File: src/rtl/camera_pkg.sv
// Shared definitions for the camera frame sequencer: state encoding, readout
// step constants, exposure bounds and the registered-output decode.
package camera_pkg;

  localparam int CAM_EXP_W          = 5;
  localparam int CAM_EXP_MIN        = 2;
  localparam int CAM_EXP_MAX        = 30;
  localparam int CAM_EXP_DEFAULT    = 15;
  localparam int CAM_TICKS_PER_UNIT = 4;

  localparam int RD_STEPS   = 8;
  localparam int RD_STEP_W  = $clog2(RD_STEPS);
  localparam logic [RD_STEP_W-1:0] ADC_STEP_1 = RD_STEP_W'(1);
  localparam logic [RD_STEP_W-1:0] ADC_STEP_2 = RD_STEP_W'(5);
  localparam logic [RD_STEP_W-1:0] RD_GAP_1   = RD_STEP_W'(3);
  localparam logic [RD_STEP_W-1:0] RD_LAST    = RD_STEP_W'(RD_STEPS - 1);

  typedef enum logic [1:0] {
    ST_IDLE    = 2'd0,
    ST_EXPOSE  = 2'd1,
    ST_READOUT = 2'd2
  } state_t;

  typedef struct packed {
    logic erase;
    logic expose;
    logic adc;
    logic nre_1;
    logic nre_2;
    logic busy;
  } out_t;

  localparam out_t OUT_IDLE = '{erase: 1'b1, expose: 1'b0, adc: 1'b0,
                                nre_1: 1'b1, nre_2: 1'b1, busy: 1'b0};

  // Row 1 owns steps 0..2, row 2 owns steps 4..6; steps 3 and 7 are gaps so
  // the two read enables can never overlap.
  function automatic out_t decode_outputs(state_t st, logic [RD_STEP_W-1:0] step);
    out_t o;
    o = OUT_IDLE;
    case (st)
      ST_EXPOSE: begin
        o.erase  = 1'b0;
        o.expose = 1'b1;
        o.busy   = 1'b1;
      end
      ST_READOUT: begin
        o.erase = 1'b0;
        o.busy  = 1'b1;
        if (step < RD_GAP_1)                         o.nre_1 = 1'b0;
        else if ((step > RD_GAP_1) && (step < RD_LAST)) o.nre_2 = 1'b0;
        o.adc = (step == ADC_STEP_1) || (step == ADC_STEP_2);
      end
      default: ;
    endcase
    return o;
  endfunction

endpackage

File: src/rtl/camera_sequencer_if.sv
// User-control and pixel-array/ADC signal bundle of the camera sequencer.
interface camera_sequencer_if #(
  parameter int EXP_W = 5
);
  logic             Init;
  logic             Exp_increase;
  logic             Exp_decrease;
  logic             Erase;
  logic             Expose;
  logic             ADC;
  logic             NRE_1;
  logic             NRE_2;
  logic             Busy;
  logic [EXP_W-1:0] Exp_time;

  modport master (
    output Init, Exp_increase, Exp_decrease,
    input  Erase, Expose, ADC, NRE_1, NRE_2, Busy, Exp_time
  );

  modport slave (
    input  Init, Exp_increase, Exp_decrease,
    output Erase, Expose, ADC, NRE_1, NRE_2, Busy, Exp_time
  );
endinterface

File: src/rtl/camera_sequencer_exp_time_reg.sv
// Saturating up/down exposure-time register; only moves while enabled and
// exactly one of inc/dec is requested.
module exp_time_reg #(
  parameter int W       = 5,
  parameter int MIN     = 2,
  parameter int MAX     = 30,
  parameter int DEFAULT = 15
) (
  input  logic         clk,
  input  logic         rst_n,
  input  logic         i_en,
  input  logic         i_inc,
  input  logic         i_dec,
  output logic [W-1:0] o_value
);
  localparam logic [W-1:0] L_MIN     = W'(MIN);
  localparam logic [W-1:0] L_MAX     = W'(MAX);
  localparam logic [W-1:0] L_DEFAULT = W'(DEFAULT);

  logic [W-1:0] r_value;

  always_ff @(posedge clk or negedge rst_n) begin
    if (!rst_n) begin
      r_value <= L_DEFAULT;
    end else if (i_en && i_inc && !i_dec) begin
      if (r_value < L_MAX) r_value <= r_value + 1'b1;
    end else if (i_en && i_dec && !i_inc) begin
      if (r_value > L_MIN) r_value <= r_value - 1'b1;
    end
  end

  assign o_value = r_value;
endmodule

File: src/rtl/camera_sequencer.sv
// Frame sequencer: erase release, timed exposure, then a fixed 8-step
// two-row readout with NRE_1/NRE_2/ADC strobes. Outputs are registered.
module camera_sequencer
  import camera_pkg::*;
#(
  parameter int EXP_W          = CAM_EXP_W,
  parameter int EXP_MIN        = CAM_EXP_MIN,
  parameter int EXP_MAX        = CAM_EXP_MAX,
  parameter int EXP_DEFAULT    = CAM_EXP_DEFAULT,
  parameter int TICKS_PER_UNIT = CAM_TICKS_PER_UNIT
) (
  input  logic                clk,
  input  logic                Reset,
  camera_sequencer_if.slave   bus
);
  localparam int CNT_W = $clog2(EXP_MAX * TICKS_PER_UNIT + 1);

  state_t                 r_state, w_state_nxt;
  logic [CNT_W-1:0]       r_cnt, w_cnt_nxt;
  logic [RD_STEP_W-1:0]   r_step, w_step_nxt;
  out_t                   r_out, w_out_nxt;
  logic [EXP_W-1:0]       w_exp_time;
  logic                   w_idle;
  logic [CNT_W-1:0]       w_cnt_load;

  assign w_idle = (r_state == ST_IDLE);

  exp_time_reg #(
    .W       (EXP_W),
    .MIN     (EXP_MIN),
    .MAX     (EXP_MAX),
    .DEFAULT (EXP_DEFAULT)
  ) u_exp_time (
    .clk     (clk),
    .rst_n   (Reset),
    .i_en    (w_idle),
    .i_inc   (bus.Exp_increase),
    .i_dec   (bus.Exp_decrease),
    .o_value (w_exp_time)
  );

  // Loaded with length-1 so the zero count is the last exposure cycle;
  // w_exp_time is the pre-update value when inc/dec coincide with Init.
  assign w_cnt_load = CNT_W'(w_exp_time) * CNT_W'(TICKS_PER_UNIT) - CNT_W'(1);

  always_comb begin
    w_state_nxt = r_state;
    w_cnt_nxt   = r_cnt;
    w_step_nxt  = r_step;
    case (r_state)
      ST_IDLE: begin
        if (bus.Init) begin
          w_state_nxt = ST_EXPOSE;
          w_cnt_nxt   = w_cnt_load;
          w_step_nxt  = '0;
        end
      end
      ST_EXPOSE: begin
        if (r_cnt == '0) begin
          w_state_nxt = ST_READOUT;
          w_step_nxt  = '0;
        end else begin
          w_cnt_nxt = r_cnt - 1'b1;
        end
      end
      ST_READOUT: begin
        if (r_step == RD_LAST) begin
          w_state_nxt = ST_IDLE;
          w_step_nxt  = '0;
        end else begin
          w_step_nxt = r_step + 1'b1;
        end
      end
      default: begin
        w_state_nxt = ST_IDLE;
        w_cnt_nxt   = '0;
        w_step_nxt  = '0;
      end
    endcase
    w_out_nxt = decode_outputs(w_state_nxt, w_step_nxt);
  end

  always_ff @(posedge clk or negedge Reset) begin
    if (!Reset) begin
      r_state <= ST_IDLE;
      r_cnt   <= '0;
      r_step  <= '0;
      r_out   <= OUT_IDLE;
    end else begin
      r_state <= w_state_nxt;
      r_cnt   <= w_cnt_nxt;
      r_step  <= w_step_nxt;
      r_out   <= w_out_nxt;
    end
  end

  assign bus.Erase    = r_out.erase;
  assign bus.Expose   = r_out.expose;
  assign bus.ADC      = r_out.adc;
  assign bus.NRE_1    = r_out.nre_1;
  assign bus.NRE_2    = r_out.nre_2;
  assign bus.Busy     = r_out.busy;
  assign bus.Exp_time = w_exp_time;
endmodule

File: src/flat_wrapper.sv
// flat-port wrapper written by rule: the top's interface ports become plain ports
module camera_sequencer_flat import camera_pkg::*;
#(
  parameter int EXP_W          = CAM_EXP_W,
  parameter int EXP_MIN        = CAM_EXP_MIN,
  parameter int EXP_MAX        = CAM_EXP_MAX,
  parameter int EXP_DEFAULT    = CAM_EXP_DEFAULT,
  parameter int TICKS_PER_UNIT = CAM_TICKS_PER_UNIT
)
  (clk, Reset, bus_Init, bus_Exp_increase, bus_Exp_decrease, bus_Erase, bus_Expose, bus_ADC, bus_NRE_1, bus_NRE_2, bus_Busy, bus_Exp_time);
  camera_sequencer_if #(.EXP_W(EXP_W)) bus_i ();
  input  logic clk;
  input  logic Reset;
  input wire logic [$bits(bus_i.Init)-1:0] bus_Init;
  input wire logic [$bits(bus_i.Exp_increase)-1:0] bus_Exp_increase;
  input wire logic [$bits(bus_i.Exp_decrease)-1:0] bus_Exp_decrease;
  output wire logic [$bits(bus_i.Erase)-1:0] bus_Erase;
  output wire logic [$bits(bus_i.Expose)-1:0] bus_Expose;
  output wire logic [$bits(bus_i.ADC)-1:0] bus_ADC;
  output wire logic [$bits(bus_i.NRE_1)-1:0] bus_NRE_1;
  output wire logic [$bits(bus_i.NRE_2)-1:0] bus_NRE_2;
  output wire logic [$bits(bus_i.Busy)-1:0] bus_Busy;
  output wire logic [$bits(bus_i.Exp_time)-1:0] bus_Exp_time;
  assign bus_i.Init = bus_Init;
  assign bus_i.Exp_increase = bus_Exp_increase;
  assign bus_i.Exp_decrease = bus_Exp_decrease;
  assign bus_Erase = bus_i.Erase;
  assign bus_Expose = bus_i.Expose;
  assign bus_ADC = bus_i.ADC;
  assign bus_NRE_1 = bus_i.NRE_1;
  assign bus_NRE_2 = bus_i.NRE_2;
  assign bus_Busy = bus_i.Busy;
  assign bus_Exp_time = bus_i.Exp_time;
  camera_sequencer #(.EXP_W(EXP_W), .EXP_MIN(EXP_MIN), .EXP_MAX(EXP_MAX), .EXP_DEFAULT(EXP_DEFAULT), .TICKS_PER_UNIT(TICKS_PER_UNIT)) u_core (.clk(clk), .Reset(Reset), .bus(bus_i));
endmodule
File: config.mk
export PLATFORM = sky130hd
export DESIGN_NAME = camera_sequencer_flat
export DESIGN_NICKNAME = d
export VERILOG_FILES = /design/src/rtl/camera_pkg.sv /design/src/rtl/camera_sequencer_if.sv /design/src/rtl/camera_sequencer_exp_time_reg.sv /design/src/rtl/camera_sequencer.sv /design/src/flat_wrapper.sv
export SDC_FILE = /design/constraint.sdc
export NUM_CORES = 1
export LEC_CHECK = 0
export CORE_MARGIN = 5
export CORE_UTILIZATION = 55
export CTS_CLUSTER_DIAMETER = 150
export CTS_CLUSTER_SIZE = 28
export DETAILED_ROUTE_END_ITERATION = 12
export PLACE_DENSITY = 0.9
export SLEW_MARGIN = 15
export SYNTH_ARGS = -nofsm -noshare
export SYNTH_HDL_FRONTEND = slang
export SYNTH_SLANG_ARGS = --single-unit
File: constraint.sdc
create_clock -name clk -period 2.5 [get_ports clk]
set_clock_uncertainty 0.05 [all_clocks]
set_input_delay 0.25 -clock clk [delete_from_list [all_inputs] [get_ports clk]]
set_output_delay 0.25 -clock clk [all_outputs]
set_load 0.05 [all_outputs]
==> results.md, run 1 <==
- In the final layout, the multi-input gates occupy 733.2 um2.
- The met1 usage in global routing is 22.33%.
- Together, buffers and inverters on the worst path number 2.
- In the global route stage, met3 resource usage came out at 3.456%.
- The height of the chip is 59.98 um.
- The synthesized area is 1374 um2.
- The placer's final routability congestion estimate is 0.7975.
- The worst-case headroom to the max-slew limit is 62.92%.
- The via count of the first global-routing pass was 1187.
- Global routing finished with a remaining overflow of 0.
- Derived from the worst setup path, the maximum achievable clock frequency is 440.3 MHz.
- The number of top-level design ports is 16.
- Detailed placement ended at an HPWL of 2.312 mm.
- The fraction of registers with async set/reset is between 90% and 100%.
- Along the worst path, the maximum fanout reaches 3.
- STA classifies the critical path endpoint as a flip-flop.
- The final layout contains ~180 nets.
- The count of final max-slew check failures is 0.
- The number of enable-type register cells in the synthesized netlist is 0.
- Once the clock tree was built, the resizer swapped 0 gates to a different size.
- The filler cell count in the final layout is 209.
- The worst setup path is of the in2reg kind.
- In the global route stage, overall resource usage came out at 19.02%.
- The share of the cycle needed by the critical path after routing is about nine tenths.
- The static leakage is 0.0007008 uW.
- The run finished with clean final reports.
- The first routing iteration left 34 violations.
- The antenna diode count is 0.
- The critical path startpoint category is an input pin.
- The ratio of cells with drive above 1 in the final layout is 16.15%.
- The die is 59.98 um wide.
- After synthesis the netlist holds a flip-flop and latch count of 23.
- The number of rows in the core area is 18.
- The final core area utilization is 66.26%.
- Across the run, the number of max-cap violations was 0.
- The number of buffers inserted by port buffering is 15.
- The worst hold margin is ~0.21 ns.
- The portion of the post-synthesis area used by sequential elements is 42.53%.
- The deepest clock path buffer count is 2.
- The clock transition at the registers of the reported paths is 0.13 ns.
- The number of different library cells in the post-synthesis netlist is 44.
- TritonCTS built the clock tree.
- Once detail routing completed, the nets flagged for antenna violations numbered 0.
- The die covers 3598 um2.
- The slowest stage of the critical path belongs to the cell clkdlybuf4s50_1.
- The vias per cell is 5.932.
- The required time at the endpoint of the critical path is 2.67 ns.
- Compared with the post-synthesis result, the final layout area differs by 17.30%.
- The post-CTS setup-driven buffer insertion count is 0.
- In the final layout, flip-flops and latches occupy 584.3 um2.
- The final count of hold timing violations is 0.
- For this run, the slowest stage of the critical path takes 0.42 ns.
- Entering global routing, the biggest net connects 24 pins.
- The class of the tightest hold or removal check is in2async.
- The total via count after detailed routing is 1133.
- The gate family responsible for the most delay along the worst path is simple AND/OR/NAND/NOR gates.
- The area of the core is 2432 um2.
- Synthesis produced 141 cells.
- CTS saw 23 sinks.
- Timing analysis after detailed placement gives a worst setup slack of -0.08960 ns.
- Dividing total power by cell area gives a power density of 1330 nW/um2.
- The number of antenna violations at the first check in global routing came to 0.
- In the final routed layout, each cell accounts on average for 16.26 um.
- The most used routing layer in global routing is met2.
- The first detailed-routing pass ran for 4 iterations.
- The average footprint of a synthesized cell is 9.743 um2.
- The net count after synthesis is 156.
- The arrival time reported for the critical path endpoint is about 2.4 ns.
- Walking the worst path, the cells encountered are clkdlybuf4s50_1 > nand2b_1 > nor3_1 > inv_1 > ha_1 > nand2b_1 > a21oi_1 > xor2_1 > nor2_1 > xor2_1.
- For this configuration, the core starts out at a cell density of 56.48%.
- The first global-routing pass estimated 5.154 mm of wire.
- The most used flip-flop cell after synthesis is dfrtp_1.
- The tree is rooted in a clkbuf_4.
- CTS built an H-tree with a depth of 1.
- The total length of routed wires is 3.105 mm.
- The total of warnings raised by yosys is 0.
- The number of hold buffers added after CTS is 0.
- The final worst-path setup slack is 0.2287 ns.
- The later pin in the worst-skew pair is clocked with a latency of about 0.32 ns.
- The setup-violating endpoint count in the final report is 0.
- Buffers inserted during clock tree synthesis total 3.
- The final critical-path required period is about 2.3 ns.
- The met2 track demand over resource is about a third.
- For the pin with the worst max-slew slack, the measured transition is 0.5525 ns.
- Setup repair after global routing left no endpoint under its margin.
- The number of DRC violations after detailed routing is 0.
- Across the VDD grid, the largest voltage drop is 0.8662 mV.
==> cells in the final DEF (no fill, tap or decap), drive strengths merged, types with 2 or more instances in the layout <==
cell type       n
ha              9
nor2b           2
nor3            4
o21ai          12
o31ai           2
a21oi           6
clkbuf          3
dfrtp          16
inv            11
nand2b          6
nand2          10
buf             5
xor2            6
a31oi           2
nor2           14
clkdlybuf4s50  15
xnor2           2
dfstp           7
o22ai           3
nand3b          2
nand3           5
nor3b           2
==> cell type report <==
class / instances / area share (%)
timing repair buffer: 20 / 11.65
clock inverter: 1 / 0.3106
tap: 30 / 2.329
inverter: 11 / 2.562
clock buffer: 3 / 1.398
multi-input combinational: 103 / 45.50
sequential: 23 / 36.26
==> synth_stat cells, drive strengths merged, types with 2 or more instances <==
master,number,area [um2]
nand3b,2,15.01
clkbuf,4,15.01
nor2,14,52.55
a21oi,6,33.78
dfrtp,16,400.4
inv,11,41.29
o21ai,12,63.81
nor3b,2,15.01
dfstp,7,183.9
nor2b,2,12.51
xnor2,2,17.52
ha,9,112.6
nor3,4,25.02
nand2,10,37.54
xor2,6,52.55
o22ai,3,18.77
nand2b,6,37.54
o31ai,2,28.78
nand3,5,30.03
a31oi,2,27.53
==> sequential cells by signal, summed over array words and instances, names as in the netlist <==
name                       cells
u_core.bus.ADC                 1
u_core.bus.NRE_1               1
u_core.bus.Erase               1
u_core.bus.Busy                1
u_core.bus.Expose              1
u_core.r_state                 2
u_core.u_exp_time.o_value      5
u_core.r_cnt                   7
u_core.r_step                  3
u_core.bus.NRE_2               1
==> metal layers <==
| metal | vias to the layer above | wire length, um |
|---|---|---|
| li1 | 539 | - |
| met1 | 555 | 1304 |
| met2 | 30 | 1619 |
| met3 | 9 | 103 |
| met4 | 0 | 78 |
| met5 | - | 0 |
==> per-stage QoR <==
stage	instance area [um2]	instances	setup TNS, ns	power [uW]
after global placement	1584	187	0	1885
final	1612	191	0	2144
after global routing	1612	191	0	2304
after detailed placement	1584	187	-0.08960	1960
after CTS	1612	191	0	2150
after floorplan	1374	141	0	1582
==> worst paths after layout <==
| kind | slack (ns) | cells past startpoint | startpoint | endpoint |
|---|---|---|---|---|
| max in group asynchronous | 1.91 | 2 | Reset | u_core.bus.NRE_1$_DFF_PN1_ |
| hold / removal | 0.21 | 2 | Reset | u_core.r_cnt[2]$_DFFE_PN0P_ |
| min in group clk | 0.50 | 2 | u_core.u_exp_time.o_value[3]$_DFFE_PN1P_ | u_core.u_exp_time.o_value[3]$_DFFE_PN1P_ |
| setup reg to reg | 0.28 | 8 | u_core.r_cnt[0]$_DFFE_PN0P_ | u_core.bus.ADC$_DFF_PN0_ |
| hold reg to reg | 0.50 | 2 | u_core.u_exp_time.o_value[3]$_DFFE_PN1P_ | u_core.u_exp_time.o_value[3]$_DFFE_PN1P_ |
| setup / recovery | 0.23 | 10 | bus_Exp_decrease | u_core.u_exp_time.o_value[4]$_DFFE_PN0P_ |
==> cells by family after synthesis <==
group                      share of synthesized area (%)
DFF                                                42.53
buffers and inverters                              4.098
AOI/OAI and AO/OA                                  17.67
adders and majority gates                          9.654
and+or+nand+nor                                    20.95
xor gates and xnor gates                           5.100
==> where the power goes <==
group	internal (uW)	switching, uW	leakage (uW)
clock	60.0	116	0.0000177
sequential	546	186	0.000273
combinational	488	749	0.000410
Power figures use the tool's default switching activity.
==> run 2, diff against run 1 <==
--- a/config.mk
+++ b/config.mk
@@ -6,11 +6,11 @@
 export NUM_CORES = 1
 export LEC_CHECK = 0
 export CORE_MARGIN = 5
-export CORE_UTILIZATION = 55
+export CORE_UTILIZATION = 49
 export CTS_CLUSTER_DIAMETER = 150
 export CTS_CLUSTER_SIZE = 28
 export DETAILED_ROUTE_END_ITERATION = 12
-export PLACE_DENSITY = 0.9
+export PLACE_DENSITY = 0.85
 export SLEW_MARGIN = 15
 export SYNTH_ARGS = -nofsm -noshare
 export SYNTH_HDL_FRONTEND = slang
==> constraint.sdc (replaced) <==
create_clock -name clk -period 1.9 [get_ports clk]
set_clock_uncertainty 0.05 [all_clocks]
set_input_delay 0.19 -clock clk [delete_from_list [all_inputs] [get_ports clk]]
set_output_delay 0.19 -clock clk [all_outputs]
set_load 0.05 [all_outputs]
==> run 2 against run 1 <==
  * Largest cell class unchanged
  * Final area is 15% higher
  * Clock power is 31% higher
  * Highest routed layer unchanged
  * The run now ends with negative setup slack left
  * Register-to-register slack worse by 0.38 ns
  * Sequential cell count stayed put
  * Die area is 10% higher
  * Global-route usage is 1.2 points lower
  * Non-clock buffer count is 21 higher
  * Largest power group unchanged
  * Count of clock-buffer cells in the layout stayed put
  * Critical endpoint is now u_core.bus.ADC$_DFF_PN0_
==> results.md, run 2 (synthesized netlist as in run 1, its figures left out) <==
- The run finished, with violations left.
- The final reports fail on negative setup slack.
- The die is between 60 and 70 um tall.
- The final worst-path setup slack is -0.1031 ns.
- The area of the core is roughly 2700 um2.
- For this design the ratio of total power to cell area is 1777 nW/um2.
- The congestion estimate from routability-driven global placement came to around 0.85.
- In the final design database the tool counted just under 200 nets.
- Max-cap violations in this run came to 0.
- The number of rows in the core area is 19.
- The library cells used most frequently in the layout, excluding fill and tap cells, are buf_4 (29), dfrtp_1 (16), nor2_1 (14).
- The width of the die is 62.95 um.
- In this run the critical register-to-register path is captured at u_core.bus.ADC$_DFF_PN0_.
- The share of the cycle needed by the critical path after routing is 105.4%.
- Dividing the detail-routed wire length by the instance count gives ~16 um.
- The detailed router placed 1200 vias in this run.
- No sink is reached through more buffers than the 2 on the longest clock path.
- The worst register-to-register path begins at u_core.r_cnt[0]$_DFFE_PN0P_.
- The share of total power dissipated in sequential elements is 28.1%.
- Counting flops per register, the top entry is u_core.r_cnt.
- The arrival time reported for the critical path endpoint is 2.22 ns.
- The layout-stage area growth over the synthesis result is 34.61%.
- The first detailed-routing pass took 4 iterations.
- The maximum achievable frequency is 499.2 MHz.
- The sum of net half-perimeters after detailed placement is 2.515 mm.
- 16 I/O pins were placed.
- For the pin with the worst max-slew slack, the measured transition is 0.5044 ns.
- The count of final max-slew check failures is 0.
- The worst setup path is launched from a flip-flop.
- Counting the buffers created by CTS gives 3.
- The number of antenna violations at the first check in global routing is 0.
- Leaving out fill and tap cells, the most frequent cell in the layout is buf_4.
- The switching portion of total power is 46.78%.
- Setup repair after global routing could not meet its margin everywhere.
- The CTS tree is done.
- The internal power contribution is 1749 uW.
- The clock reaches the later pin of the worst-skew pair after 0.31 ns.
- The via count of the first global-routing pass was approximately 1300.
- The maximum vdd ir drop is 1.370 mV.
- Of the total power, combinational logic draws 64.9%.
- The critical path in this run is classified as reg2reg.
- In this run, the clock network consumes 7.0% of the power.
- The type of destination of the critical path is a flip-flop.
- Once layout is done, the placed cells without fillers occupy approximately 1800 um2.
- The setup slack of the most critical reg-to-reg path is -0.10 ns.
- The first global-routing pass estimated 5.768 mm of wire.
- The static leakage is around 0.00083 uW.
- Summed over all layers, the global routing overflow is 0.
- Entering global routing, the biggest net connects 24 pins.
- The final count of hold timing violations is 0.
- The flip-flop count of the largest register, all copies and words added is 7.
- At the worst endpoint, the required time is 2.11 ns.
- The antenna diode count is 0.
- Measured in cells, the most critical reg-to-reg path has a length of 8.
- In the global route stage, overall resource usage came out at 17.86%.
- In the routed design, unresolved DRC markers number 0.
- The worst-case headroom to the max-slew limit is 66.27%.
- The vias per cell is 5.634.
- The clock transition at the registers of the reported paths is 0.13 ns.
- Summing all placed instances gives a cell area of 1745 um2.
- Once placement completed, the tool counted placed cells totaling 206.
- The pre-CTS worst setup slack is -0.2984 ns.
- Counting the fill cells in the layout gives 220.
- The total length of routed wires is 3.406 mm.
- The routed design could run at a clock period as short as 2.003 ns.
- The die outline area is 3963 um2.
- CTS built an H-tree with a depth of 1.
- The net load switching power is 1537 uW.
- The clock drives 23 sinks.
- For this run, the number of standard cells in the final layout without fillers is 213.
- After the first detailed-routing iteration, the DRC count stood at 65.
- The ratio of cells with drive above 1 in the final layout is 36.26%.
- The most critical setup path has its startpoint at u_core.r_cnt[0]$_DFFE_PN0P_.
- The detail route stage leaves a number of antenna-violating nets equal to 0.
- Setup violations remaining at the end of the flow were counted as 13.
- Port buffering added 15 buffers.
- The tightest min-delay check is of the in2async type.
- Once the floorplan was initialized, standard cells occupied 50.69% of the core.
- The clock tree root buffer cell is clkbuf_4.
- Of all nets on the critical path, the largest fanout is 4.
-- run 2: cell types whose count changed in the layout (fill, tap and decap cells not counted), sizes merged --
cell / change
buf: +25
clkdlybuf4s50: -8
dlygate4sd2: +2
dlymetal6s2s: +2
-- run 2: final cells by class --
| class | count | area (um2) | share of cell area, % |
|---|---|---|---|
| clock buffer | 3 | 22.52 | 1.218 |
| sequential | 23 | 591.8 | 32.00 |
| tap | 31 | 38.79 | 2.097 |
| timing repair buffer | 41 | 341.6 | 18.47 |
| multi-input combinational | 103 | 808.3 | 43.71 |
| clock inverter | 1 | 5.005 | 0.2706 |
| inverter | 11 | 41.29 | 2.233 |
-- run 2: worst max-delay path: stages, from the launching register on --
cell and delay (ns):
dfrtp_1 0.40, inv_1 0.06, ha_2 0.18, or4b_4 0.51
o31ai_4 0.25, a21oi_2 0.12, inv_2 0.09, ha_4 0.15
and3b_1 0.15
-- run 2: metal layers --
| metal | share of wire [%] | wire length (um) | GRT usage [%] |
|---|---|---|---|
| met1 | 42 | 1437 | 20.32 |
| met2 | 52 | 1779 | 32.05 |
| met3 | 4.7 | 160 | 3.957 |
| met4 | 0.85 | 29 | 6.631 |
| met5 | 0 | 0 | 0 |
-- run 2: power by group through the flow --
stage	clock, uW	sequential [uW]	combinational, uW
floorplan	0	1210	929
global placement	0	906	1850
detailed placement	0	922	1960
CTS	238	912	2060
global route	260	955	2320
finish	230	922	2130
-- run 2: worst max path at each step --
stage / cells after the start / endpoint / slack (ns)
detailed placement: 10 / u_core.u_exp_time.o_value[4]$_DFFE_PN0P_ / -0.30
floorplan: 7 / u_core.u_exp_time.o_value[4]$_DFFE_PN0P_ / -0.18
global placement: 10 / u_core.u_exp_time.o_value[4]$_DFFE_PN0P_ / -0.18
global route: 8 / u_core.r_cnt[0]$_DFFE_PN0P_ / -0.19
CTS: 8 / u_core.r_cnt[0]$_DFFE_PN0P_ / -0.07
finish: 8 / u_core.bus.ADC$_DFF_PN0_ / -0.10
-- run 2: repair_timing --
action | 4_1_cts | 5_1_grt
pin swaps | 4 | 3
setup endpoints to repair | 15 | 20
hold endpoints to repair | 0 | 0
buffers inserted | 1 | 2
gates resized for setup | 10 | 8
hold buffers | 0 | 0
-- run 2: stage by stage --
step           setup TNS (ns)  utilization, %  total power [uW]  hold slack [ns]
6_report              -0.6615           68.24              3287           0.1575
5_1_grt                -1.760           68.24              3539           0.1679
4_1_cts               -0.4705           66.71              3208           0.1586
3_5_place_dp          -0.8244           64.40              2885           0.4862
3_3_place_gp          -0.3217           64.40              2756           0.4763
2_1_floorplan         -0.8149               -              2137          -0.1556
